===== src/rtl/sobel_core.sv =====
// sobel_core: three-stage pipelined Sobel gradient.
//   stage 1 : four unsigned 10-bit partial sums of the 3x3 neighbourhood
//   stage 2 : |Gx| and |Gy| as (larger sum - smaller sum), unsigned
//   stage 3 : saturated magnitude, threshold compare, border masking
// A per-frame edge-pixel counter runs off the stage-3 registers. It reports
// the previous frame's count one cycle after each out_sof.
// The threshold-exceeded output is named edge_flag because "edge" is a
// reserved word in SystemVerilog.

module sobel_core #(
    parameter int COUNT_W = 14
) (
    input  logic               clk,
    input  logic               rst_n,
    input  logic               in_vld,
    input  logic               in_border,
    input  logic               sof,
    input  logic [7:0]         pix_0,
    input  logic [7:0]         pix_1,
    input  logic [7:0]         pix_2,
    input  logic [7:0]         pix_3,
    input  logic [7:0]         pix_5,
    input  logic [7:0]         pix_6,
    input  logic [7:0]         pix_7,
    input  logic [7:0]         pix_8,
    input  logic [7:0]         thresh,
    output logic [7:0]         mag,
    output logic               edge_flag,
    output logic               out_vld,
    output logic               out_sof,
    output logic [COUNT_W-1:0] edge_count,
    output logic               count_vld
);

    localparam logic [COUNT_W-1:0] CNT_ZERO = {COUNT_W{1'b0}};
    localparam logic [COUNT_W-1:0] CNT_ONE  = {{(COUNT_W-1){1'b0}}, 1'b1};
    localparam logic [COUNT_W-1:0] CNT_MAX  = {COUNT_W{1'b1}};

    // Unsigned |a - b| without signed arithmetic: larger minus smaller.
    function automatic logic [9:0] abs_diff(input logic [9:0] a, input logic [9:0] b);
        logic [9:0] d;
        if (a >= b) begin
            d = a - b;
        end else begin
            d = b - a;
        end
        return d;
    endfunction

    // Weighted sum p_a + 2*p_b + p_c, at most 1020, so it fits in 10 bits.
    function automatic logic [9:0] wsum(input logic [7:0] a, input logic [7:0] b,
                                        input logic [7:0] c);
        return {2'b00, a} + {1'b0, b, 1'b0} + {2'b00, c};
    endfunction

    // ------------------------------------------------------------------
    // Stage 1: partial sums
    // ------------------------------------------------------------------
    logic [9:0] gx_pos_s, gx_neg_s, gy_pos_s, gy_neg_s;
    logic [9:0] gx_pos_r, gx_neg_r, gy_pos_r, gy_neg_r;
    logic       s1_vld_r, s1_border_r, s1_sof_r;

    // Combinational partial sums of the incoming neighbourhood.
    always_comb begin
        gx_pos_s = wsum(pix_2, pix_5, pix_8);
        gx_neg_s = wsum(pix_0, pix_3, pix_6);
        gy_pos_s = wsum(pix_6, pix_7, pix_8);
        gy_neg_s = wsum(pix_0, pix_1, pix_2);
    end

    // Stage-1 register. The sums load only on valid inputs, and a bubble
    // passes through as s1_vld_r = 0.
    always_ff @(posedge clk or negedge rst_n) begin
        if (!rst_n) begin
            s1_vld_r    <= 1'b0;
            s1_border_r <= 1'b0;
            s1_sof_r    <= 1'b0;
            gx_pos_r    <= 10'd0;
            gx_neg_r    <= 10'd0;
            gy_pos_r    <= 10'd0;
            gy_neg_r    <= 10'd0;
        end else begin
            s1_vld_r    <= in_vld;
            s1_border_r <= in_border;
            s1_sof_r    <= sof & in_vld;
            if (in_vld) begin
                gx_pos_r <= gx_pos_s;
                gx_neg_r <= gx_neg_s;
                gy_pos_r <= gy_pos_s;
                gy_neg_r <= gy_neg_s;
            end
        end
    end

    // ------------------------------------------------------------------
    // Stage 2: absolute gradients
    // ------------------------------------------------------------------
    logic [9:0] gx_abs_s, gy_abs_s;
    logic [9:0] gx_abs_r, gy_abs_r;
    logic       s2_vld_r, s2_border_r, s2_sof_r;

    // Absolute gradient per axis.
    always_comb begin
        gx_abs_s = abs_diff(gx_pos_r, gx_neg_r);
        gy_abs_s = abs_diff(gy_pos_r, gy_neg_r);
    end

    // Stage-2 register.
    always_ff @(posedge clk or negedge rst_n) begin
        if (!rst_n) begin
            s2_vld_r    <= 1'b0;
            s2_border_r <= 1'b0;
            s2_sof_r    <= 1'b0;
            gx_abs_r    <= 10'd0;
            gy_abs_r    <= 10'd0;
        end else begin
            s2_vld_r    <= s1_vld_r;
            s2_border_r <= s1_border_r;
            s2_sof_r    <= s1_sof_r;
            if (s1_vld_r) begin
                gx_abs_r <= gx_abs_s;
                gy_abs_r <= gy_abs_s;
            end
        end
    end

    // ------------------------------------------------------------------
    // Stage 3: magnitude, threshold, border mask
    // ------------------------------------------------------------------
    logic [10:0] grad_sum_s;
    logic [7:0]  mag_s;
    logic        edge_s;
    logic [7:0]  mag_r;
    logic        edge_r, out_vld_r, out_sof_r;

    // Saturate |Gx|+|Gy| to 8 bits and compare against the live threshold.
    // Border neighbourhoods are forced to a non-edge zero.
    always_comb begin
        grad_sum_s = {1'b0, gx_abs_r} + {1'b0, gy_abs_r};
        mag_s      = 8'd0;
        edge_s     = 1'b0;
        if (s2_border_r) begin
            mag_s  = 8'd0;
            edge_s = 1'b0;
        end else begin
            if (grad_sum_s > 11'd255) begin
                mag_s = 8'd255;
            end else begin
                mag_s = grad_sum_s[7:0];
            end
            edge_s = (mag_s >= thresh);
        end
    end

    // Output register. mag/edge hold their values through bubbles.
    always_ff @(posedge clk or negedge rst_n) begin
        if (!rst_n) begin
            mag_r     <= 8'd0;
            edge_r    <= 1'b0;
            out_vld_r <= 1'b0;
            out_sof_r <= 1'b0;
        end else begin
            out_vld_r <= s2_vld_r;
            out_sof_r <= s2_sof_r;
            if (s2_vld_r) begin
                mag_r  <= mag_s;
                edge_r <= edge_s;
            end
        end
    end

    // ------------------------------------------------------------------
    // Per-frame edge counter
    // ------------------------------------------------------------------
    logic [COUNT_W-1:0] cnt_r, cnt_s;
    logic [COUNT_W-1:0] edge_count_r, edge_count_s;
    logic               count_vld_r, count_vld_s;
    logic               seen_r, seen_s;
    logic               frame_close_s;

    // A valid out_sof closes the running frame: its count is reported if an
    // earlier frame was opened, and the counter restarts from the current
    // pixel's edge bit. Otherwise the counter saturates on valid edge pixels.
    always_comb begin
        frame_close_s = out_vld_r & out_sof_r;
        cnt_s         = cnt_r;
        edge_count_s  = edge_count_r;
        count_vld_s   = 1'b0;
        seen_s        = seen_r;
        if (frame_close_s) begin
            if (seen_r) begin
                edge_count_s = cnt_r;
                count_vld_s  = 1'b1;
            end else begin
                edge_count_s = edge_count_r;
                count_vld_s  = 1'b0;
            end
            if (edge_r) begin
                cnt_s = CNT_ONE;
            end else begin
                cnt_s = CNT_ZERO;
            end
            seen_s = 1'b1;
        end else if (out_vld_r && edge_r) begin
            if (cnt_r != CNT_MAX) begin
                cnt_s = cnt_r + CNT_ONE;
            end else begin
                cnt_s = cnt_r;
            end
        end else begin
            cnt_s = cnt_r;
        end
    end

    // Counter, report register and frame-seen flag.
    always_ff @(posedge clk or negedge rst_n) begin
        if (!rst_n) begin
            cnt_r        <= CNT_ZERO;
            edge_count_r <= CNT_ZERO;
            count_vld_r  <= 1'b0;
            seen_r       <= 1'b0;
        end else begin
            cnt_r        <= cnt_s;
            edge_count_r <= edge_count_s;
            count_vld_r  <= count_vld_s;
            seen_r       <= seen_s;
        end
    end

    assign mag        = mag_r;
    assign edge_flag  = edge_r;
    assign out_vld    = out_vld_r;
    assign out_sof    = out_sof_r;
    assign edge_count = edge_count_r;
    assign count_vld  = count_vld_r;

endmodule

===== config.mk =====
export PLATFORM = sky130hd
export DESIGN_NAME = sobel_core
export DESIGN_NICKNAME = d
export VERILOG_FILES = /design/src/rtl/sobel_core.sv
export SDC_FILE = /design/constraint.sdc
export NUM_CORES = 1
export LEC_CHECK = 0
export ABC_AREA = 1
export CORE_UTILIZATION = 51
export CTS_CLUSTER_DIAMETER = 30
export DETAILED_ROUTE_END_ITERATION = 7
export GPL_TIMING_DRIVEN = 0
export PLACE_DENSITY = 0.76
export SETUP_SLACK_MARGIN = 0.4
export SLEW_MARGIN = 10
export SYNTH_ARGS = -nofsm -noshare
export SYNTH_HDL_FRONTEND = slang
export SYNTH_SLANG_ARGS = --single-unit

===== constraint.sdc =====
create_clock -name clk -period 2.56 [get_ports clk]
set_clock_uncertainty 0.2 [all_clocks]
set_input_delay 0.512 -clock clk [delete_from_list [all_inputs] [get_ports clk]]
set_output_delay 0.512 -clock clk [all_outputs]
set_load 0.1 [all_outputs]

### Word-level counts from Yosys, hierarchy flattened

Index checks and enable logic that the tools add are counted.

| storage, ports and cells | value |
|---|---|
| memories | 0 |
| word-level logic and storage cells | 58 |
| memory bits (writable) | 0 |
| bits in registers | 107 |
| bits in latches | 0 |
| output and inout port bits | 26 |
| memory bits (read-only) | 0 |
| bits of input ports | 77 |

| cells by class | value |
|---|---|
| reduce and logical (&&, ||, !) cells | 5 |
| $mul | 0 |
| mux-type cells | 12 |
| order comparisons | 4 |
| $add $sub $neg | 14 |
| divide/modulo/power cells | 0 |
| shifts and indexed selects | 0 |
| eq/ne operators | 1 |
| bitwise gates (word level) | 2 |

Operator list:

| kind | number |
|---|---|
| 14-bit 2-to-1 mux | 3 |
| 10-bit by 8-bit adder with 10-bit output | 4 |
| 8-bit by 9-bit adder with 10-bit output | 4 |
| 10-bit subtractor | 4 |
| 8-bit 2-to-1 mux | 3 |
| 10-bit >= comparator | 2 |
| 10-bit 2-to-1 mux | 2 |
| 14-bit by 1-bit adder with 14-bit output (second input constant) | 1 |
| 14-bit != test (second input constant) | 1 |
| 10-bit by 10-bit adder with 11-bit output | 1 |
| 11-bit by 8-bit greater-than comparator with 1-bit output (second input constant) | 1 |
| 8-bit >= comparator | 1 |
| 1-bit 2-to-1 mux | 4 |
| 2-bit AND reduction | 2 |
| 2-bit nonzero test | 2 |
| 1-bit AND | 2 |
| 1-bit logical AND | 1 |

### Depth between registers and ports, before layout

Gate-level depths: netlist (run 1).

| logic depth | value |
|---|---|
| word-level depth | 6 |
| depth in mapped cells | 20 |
| depth with buffers taken out | 20 |

### Least setup slack after synthesis (run 1)

No wires, ideal clock.

| timing | value |
|---|---|
| kind | register -> register |
| start | register gx_abs_r[0] |
| end | register edge_r, in the netlist edge_flag |
| clock period less this slack | 2,742 ps |
| setup time | 120 ps |
| cell stages (with the launch flop) | 19 |
| path slack | -182 ps |
| data required time | 2,240 ps |
| path buffers | 0 |
| data arrival time | 2,422 ps |
| path through | dfrtp_1 ha_1 inv_1 fa_1 inv_1 nand3_1 nand2_1 nand2_1 nand2_1 nor2_1 nor2_2 nand4_1 ha_1 a21oi_1 o21ai_0 nand2_1 o2111ai_1 nand2_1 nand2_1 |

| on the way | value |
|---|---|
| word-level cells in the longest chain between the ends | 6 |

Ends and longest elaborated chain:

| item | line | RTL |
|---|---|---|
| start: declaration | 99 | `logic [9:0] gx_abs_r, gy_abs_r;` |
| start signal: assignment | 121 | `gx_abs_r <= gx_abs_s;` |
| 10-bit by 10-bit adder with 11-bit output (*) | 139 | `grad_sum_s = {1'b0, gx_abs_r} + {1'b0, gy_abs_r};` |
| 11-bit by 8-bit greater-than comparator with 1-bit output | 146 | `if (grad_sum_s > 11'd255) begin` |
| 8-bit 2-to-1 mux (*) | 146 |  |
| 8-bit 2-to-1 mux (*) | 142 | `if (s2_border_r) begin` |
| 8-bit >= comparator (*) | 151 | `edge_s = (mag_s >= thresh);` |
| 1-bit 2-to-1 mux (*) | 142 |  |
| end signal: assignment | 167 | `edge_r <= edge_s;` |
| end: declaration | 134 | `logic edge_r, out_vld_r, out_sof_r;` |

Mark *: on every way between the ends. The rest lies on a longest branch, timed or not. The select of a mux whose other input is x is not followed.
A chain may end at the register's enable or synchronous reset.

### Final worst setup path (run 1)

| timing | value |
|---|---|
| start | register gy_abs_r[0] |
| end | register edge_r, in the netlist edge_flag |

| on the way | value |
|---|---|
| word-level cells in the longest chain between the ends | 6 |

Ends and longest elaborated chain:

| item | line | RTL |
|---|---|---|
| start: declaration | 99 |  |
| start signal: assignment | 122 | `gy_abs_r <= gy_abs_s;` |
| 10-bit by 10-bit adder with 11-bit output (*) | 139 |  |
| 11-bit by 8-bit greater-than comparator with 1-bit output | 146 |  |
| 8-bit 2-to-1 mux (*) | 146 |  |
| 8-bit 2-to-1 mux (*) | 142 |  |
| 8-bit >= comparator (*) | 151 |  |
| 1-bit 2-to-1 mux (*) | 142 |  |

Marked as above.

==> results by group, run 1 <==
Run status
  – Run status: finished, violations left
  – Violated checks: negative setup slack

Finish
  – Ratio of cells with drive above 1 in the final layout: 32.8%
  – Multi-input gate area: 0.00683 mm^2
  – # nets final: 1,694
  – Fin util: 74.7%
  – FF/Latch Area: 0.00268 mm^2
  – Syn-to-layout area delta: 42.5%
  – Layout Cells excl Fill: 1,718
  – Filler instances: 1,214
  – Fin area: 0.0130 mm^2

Placed design
  – Placed insts: 1,584
  – GP Congestion: 0.947
  – # port buffers: 102
  – Placed cell areas: 0.0108 mm^2
  – Pre-CTS WS: -0.784 ns
  – DPL Wire Length: 18,300 um

Route
  – Via Count: 9,444
  – First drt pass iteration count: 5
  – Average wire per standard cell: 16.5 um
  – Initial drt markers: 657
  – Via-to-Cell Ratio: 5.50
  – Final wirelength: 28,300 um
  – Antenna-violating nets left: 0
  – DRC viols: 0

CTS
  – Root buf cell: clkbuf_16
  – CTS H-tree lvls: 3
  – CTS tree: built
  – CTS clk-pin slew, worst paths: 0.08 ns
  – Clock sinks: 107
  – TritonCTS Buffers: 9
  – Bufs on Longest Clock Path: 2
  – Clk_lat worst skew: 0.36 ns

Floorplan
  – Area of the core: 0.0174 mm^2
  – Ports: 103
  – Initial core utilization: 52.4%
  – Chip width: 136 um
  – Site Rows: 48
  – Die area: 0.0184 mm^2
  – Chip height: 136 um

Timing
  – Worst-Margin Slew: 0.860 ns
  – RSZ-0062 raised after global routing: true
  – Final Hold Slack: 0.153 ns
  – Sum of negative setup slack: -0.826 ns
  – Final Hold Fails: 0
  – Crit share post-route: 118%
  – Slew Limit Fails: 0
  – # setup viols final: 3
  – Fmax: 0.332 GHz
  – Worst setup margin: -0.449 ns
  – Min Tclk post-route: 3.01 ns
  – Max_slew headroom: 42.7%

Global routing
  – Remaining global-route overflow: 0
  – Pin count of the biggest net entering global routing: 74
  – Initial antenna violation count: 1
  – GRT Overall Usage: 28.1%
  – Number of global-route vias before repair: 8,728
  – First-pass GRT wire length: 40,800 um

Synthesis
  – Synth Warn #: 0
  – Seq cells post-synth: 107
  – Post-Syn Nets: 1,463
  – Sequential area share after synthesis: 29.4%
  – Mapped Cells: 1,256
  – Syn avg cell area: 7.24 um^2
  – Syn Std Cell Area: 0.00910 mm^2
  – Cell variety after synth: 37

Worst setup path
  – Crit path max fanout: 7
  – Worst path arrival time: 3.07 ns
  – Required time of the critical path: 2.62 ns
  – CP Class: reg2reg
  – CP Capture Type: flip-flop
  – Startpoint types: flip-flop

Power and ir drop
  – Total power draw: 12.7 mW
  – LEAKAGE: 6.45 nW
  – Power per cell area: 983 mW/mm^2
  – VDD IR-drop max: 0.813 mV

Flow run
  – Max capacitance violation total: 0

Min path
  – Hold crit path type: reg2reg
-- cell families (layout without fill, tap and decap cells) --
| logic type | Yosys count | after routing | synth area share [%] |
|---|---|---|---|
| AOI/OAI and AO/OA | 153 | 153 | 9.38 |
| xor gates and xnor gates | 26 | 26 | 2.50 |
| adders and majority gates | 130 | 130 | 20.9 |
| buffers and inverters | 213 | 449 | 8.97 |
| DFF | 107 | 107 | 29.4 |
| other | 0 | 1 | 0 |
| and+or+nand+nor | 627 | 627 | 28.8 |
-- registers in the layout, summed over array words and instances (netlist names), 8 cells and up --
| name | flops |
|---|---|
| mag | 8 |
| gy_neg_r | 10 |
| gx_abs_r | 10 |
| cnt_r | 14 |
| edge_count | 14 |
| gy_abs_r | 10 |
| gx_neg_r | 10 |
| gy_pos_r | 10 |
| gx_pos_r | 10 |
-- area by class of cell --
class,count,share of cell area (%)
well taps,225,2.17
multi-input cells,936,52.7
plain buffers,23,1.09
flip-flops and latches,107,20.7
repair buffers,220,15.6
diodes,1,0.0193
clock buffers,9,1.74
inverters,190,5.54
clock inverters,7,0.531
-- critical path: stages, from the launching register on --
cell and delay [ns]:
dfrtp_1 0.38, ha_2 0.20, inv_2 0.04, fa_2 0.37, inv_2 0.08, nand3_2 0.07, nand2_2 0.08, nand2_2 0.06
nand2_2 0.07, nor2_2 0.05, nor2_4 0.18, nand4_1 0.17, ha_1 0.34, buf_4 0.14, a21oi_1 0.18, o2111ai_2 0.14
nand2_1 0.10, nand2_1 0.06
-- layout by cell type, fill, tap and decap left out, drive strengths merged, types with 18 or more instances in the layout --
| cell type | instances |
|---|---|
| nor2 | 48 |
| nand3 | 68 |
| a21oi | 61 |
| inv | 191 |
| clkbuf | 27 |
| xor2 | 18 |
| nand4 | 34 |
| ha | 93 |
| nand2 | 447 |
| clkdlybuf4s15 | 34 |
| fa | 37 |
| dfrtp | 107 |
| o21ai | 68 |
| buf | 164 |
-- synthesized netlist by cell type --
master / number / area (um^2)
nor3_1: 9 / 45.0
ha_1: 93 / 1160
a21oi_1: 61 / 305
inv_2: 8 / 30.0
nor2_2: 2 / 12.5
clkinv_1: 4 / 15.0
inv_1: 178 / 668
nor3_2: 1 / 10.0
nand4_1: 33 / 206
nand4_2: 1 / 12.5
a21o_1: 1 / 7.51
a31oi_1: 1 / 6.26
buf_6: 1 / 11.3
dfrtp_1: 107 / 2680
nand2_1: 447 / 1680
buf_1: 5 / 18.8
o22ai_1: 8 / 50.1
o21bai_1: 7 / 52.6
o21ai_1: 27 / 135
o21ai_2: 7 / 61.3
o21ai_4: 1 / 16.3
or2_2: 9 / 56.3
nor3_4: 1 / 16.3
clkbuf_1: 12 / 45.0
nand3b_1: 4 / 30.0
fa_1: 37 / 741
nand3_1: 68 / 340
and2_1: 1 / 6.26
o21ai_0: 33 / 165
buf_2: 4 / 20.0
o211ai_1: 6 / 45.0
nor2_1: 46 / 173
or2_1: 5 / 31.3
o2111ai_1: 1 / 8.76
xor2_1: 18 / 158
xnor2_1: 8 / 70.1
buf_4: 1 / 7.51
-- routing by layer --
| layer | vias to the layer above | track usage (%) | routed length (um) |
|---|---|---|---|
| met3 | 128 | 3.70 | 1360 |
| met5 | - | 0 | 0 |
| met2 | 431 | 51.6 | 14700 |
| met1 | 4418 | 32.5 | 10800 |
| met4 | 0 | 12.2 | 1440 |
| li1 | 4467 | - | - |
-- worst paths after layout --
check,startpoint,slack [ns],depth (start not counted),end
min in group asynchronous,rst_n,0.40,2,cnt_r[11]
max in group asynchronous,rst_n,1.08,3,gy_pos_r[7]
min reg2reg,s1_border_r,0.15,0,s2_border_r
max,gy_abs_r[0],-0.45,17,edge_flag
max reg2reg,gy_abs_r[0],-0.45,17,edge_flag
min,s1_border_r,0.15,0,s2_border_r
-- power breakdown --
group          internal, mW  switching, mW  total [mW]
clock network         0.689          0.729        1.42
registers              2.11          0.350        2.46
logic                  3.70           5.17        8.86
-- repair_timing --
| action | CTS | global route |
|---|---|---|
| endpoints found under the hold margin | 34 | 0 |
| hold buffers | 1 | 0 |
| resized for setup | 370 | 207 |
| pin swaps | 131 | 149 |
| setup endpoints to repair | 94 | 67 |
| setup buffers | 71 | 45 |
No activity file was read; power rests on OpenSTA's default activity.
==> run 2, diff against run 1 <==
MAX_ROUTING_LAYER = met4   (was not set)
==> run 2 against run 1 <==
The flow still finishes with violations (negative setup slack). Global-route usage is 0.53 points higher. Final cell count is 0.35% lower. Count of clock-buffer cells in the layout stayed put. Clock power is 3% higher. Sequential share of layout area is 0.052 points lower. Largest power group unchanged. Non-clock buffer count is 6 lower. Largest cell class unchanged.
==> results by group, run 2 (synthesis gave the netlist of run 1 again) <==
Min path
  – Hold crit path type: reg2reg
  – Hold wc startpoint: s1_sof_r
  – Hold path endpoint: s2_sof_r
  – Hold path depth: 0

Finish
  – Commonest non-fill, non-tap cell in the layout: nand2_1
  – Multi-input gate area: 0.00692 mm^2
  – # nets final: 1,688
  – Most frequent cells in the layout: nand2_1 (365), inv_1 (143), dfrtp_1 (105)
  – FF/Latch Area: 0.00268 mm^2
  – Syn-to-layout area delta: 42.9%
  – Ratio of cells with drive above 1 in the final layout: 34.5%
  – Filler instances: 1,194

Placed design
  – GP Congestion: 0.975
  – Pre-CTS WS: -0.796 ns
  – DPL Wire Length: 18,200 um
  – # port buffers: 102

Run status
  – Violated checks: negative setup slack
  – Run status: finished, violations left

Worst setup path
  – R2R depth: 18
  – CP peak stage delay: 0.39 ns
  – Slowest CP cell: dfrtp_1
  – Setup slack, reg-to-reg: -0.33 ns
  – CP Class: reg2reg
  – Startpoint types: flip-flop
  – Buf/Inv on CP: 2
  – Reg2reg start: gx_abs_r[0]
  – RR Endpoint: edge_flag
  – Cell Chain, Critical Path: ha_4, inv_2, fa_2, inv_2, nand3_2, nand2_2, nand2_2, nand2_2, nor2_2, nor2_4, nand4_1, ha_1, a21oi_2, o21ai_1, nand2_1, o2111ai_2, nand2_1, nand2_1
  – CP Capture Type: flip-flop
  – Worst path top cell family by delay: simple AND/OR/NAND/NOR gates
  – Worst path arrival time: 2.94 ns
  – Crit. path cell count: 18
  – Crit path max fanout: 8
  – Required time of the critical path: 2.61 ns

Route
  – Average wire per standard cell: 16.7 um
  – Antenna-violating nets left: 0
  – First drt pass iteration count: 6
  – Initial drt markers: 504
  – Via-to-Cell Ratio: 5.49
  – Final wirelength: 28,600 um
  – Via Count: 9,407
  – DRC viols: 0

Global routing
  – First-pass GRT wire length: 40,200 um
  – Initial antenna violation count: 1
  – Pin count of the biggest net entering global routing: 76
  – Remaining global-route overflow: 0
  – Number of global-route vias before repair: 8,635
  – GRT Overall Usage: 28.7%

Power and ir drop
  – VDD IR-drop max: 1.06 mV
  – Total power draw: 12.9 mW
  – Power per cell area: 995 mW/mm^2
  – LEAKAGE: 6.43 nW

Timing
  – # setup viols final: 4
  – Crit share post-route: 113%
  – Slew Limit Fails: 0
  – Max_slew headroom: 43.0%
  – Final Hold Fails: 0
  – Worst-Margin Slew: 0.855 ns
  – Min Tclk post-route: 2.89 ns
  – RSZ-0062 raised after global routing: true
  – Worst setup margin: -0.334 ns
  – Fmax: 0.346 GHz
  – Final Hold Slack: 0.150 ns

CTS
  – Bufs on Longest Clock Path: 2
  – TritonCTS Buffers: 9
  – Clock sinks: 107
  – CTS H-tree lvls: 3
  – CTS tree: built
  – Root buf cell: clkbuf_16
  – CTS clk-pin slew, worst paths: 0.07 ns
  – Clk_lat worst skew: 0.37 ns

Floorplan
  – Chip height: 136 um
  – Die area: 0.0184 mm^2
  – Initial core utilization: 52.4%
  – Ports: 103
  – Site Rows: 48
  – Chip width: 136 um
  – Area of the core: 0.0174 mm^2

Flow run
  – Max capacitance violation total: 0
run 2: layout make-up:
class | count | area share (%)
multi-input combinational | 936 | 53.3
buffer | 23 | 1.09
timing repair buffer | 214 | 15.0
clock buffer | 9 | 1.73
antenna | 1 | 0.0193
inverter | 190 | 5.53
sequential | 107 | 20.6
clock inverter | 7 | 0.635
tap | 225 | 2.17
run 2: where the power goes:
group	leakage, nW	switching, mW	internal (mW)
Sequential	1.34	0.377	2.11
Combinational	4.93	5.29	3.70
Clock	0.150	0.681	0.776
run 2: worst max path at each step:
stage / from / endpoint
floorplan: gy_abs_r[0] / edge_flag
global placement: rst_n / gy_neg_r[7]
detailed placement: pix_0[1] / gx_neg_r[7]
CTS: gx_abs_r[0] / edge_flag
global route: gx_abs_r[0] / edge_flag
finish: gx_abs_r[0] / edge_flag
run 2: worst reg2reg max path, cell delays in order, from the launching register on:
cell	delay, ns
dfrtp_1	0.39
ha_4	0.16
inv_2	0.04
fa_2	0.35
inv_2	0.08
nand3_2	0.06
nand2_2	0.11
nand2_2	0.06
nand2_2	0.07
nor2_2	0.05
nor2_4	0.19
nand4_1	0.15
ha_1	0.35
a21oi_2	0.12
o21ai_1	0.07
nand2_1	0.07
o2111ai_2	0.13
nand2_1	0.08
nand2_1	0.05
run 2: timing repair:
action / in CTS / in global routing
setup buffers: 67 / 43
pin swaps: 144 / 191
endpoints found under the setup margin: 100 / 67
hold buffers: 1 / 0
resized for setup: 370 / 245
endpoints found under the hold margin: 32 / 0
run 2: metal layers:
metal	part of all wire (%)	global-route usage, %
met1	39	33.1
met2	51	50.5
met3	5.2	3.52
met5	0	-
met4	4.6	11.0
run 2: through the flow:
step / TNS [ns] / util (%) / instance area [um^2] / instances
2_1_floorplan: -0.174 / - / 9500 / 1256
3_3_place_gp: -355.39 / 62.2 / 10800 / 1583
3_5_place_dp: -12.02 / 62.4 / 10800 / 1584
4_1_cts: -0.485 / 68.8 / 11900 / 1668
5_1_grt: -1.19 / 74.9 / 13000 / 1712
6_report: -0.670 / 74.9 / 13000 / 1712
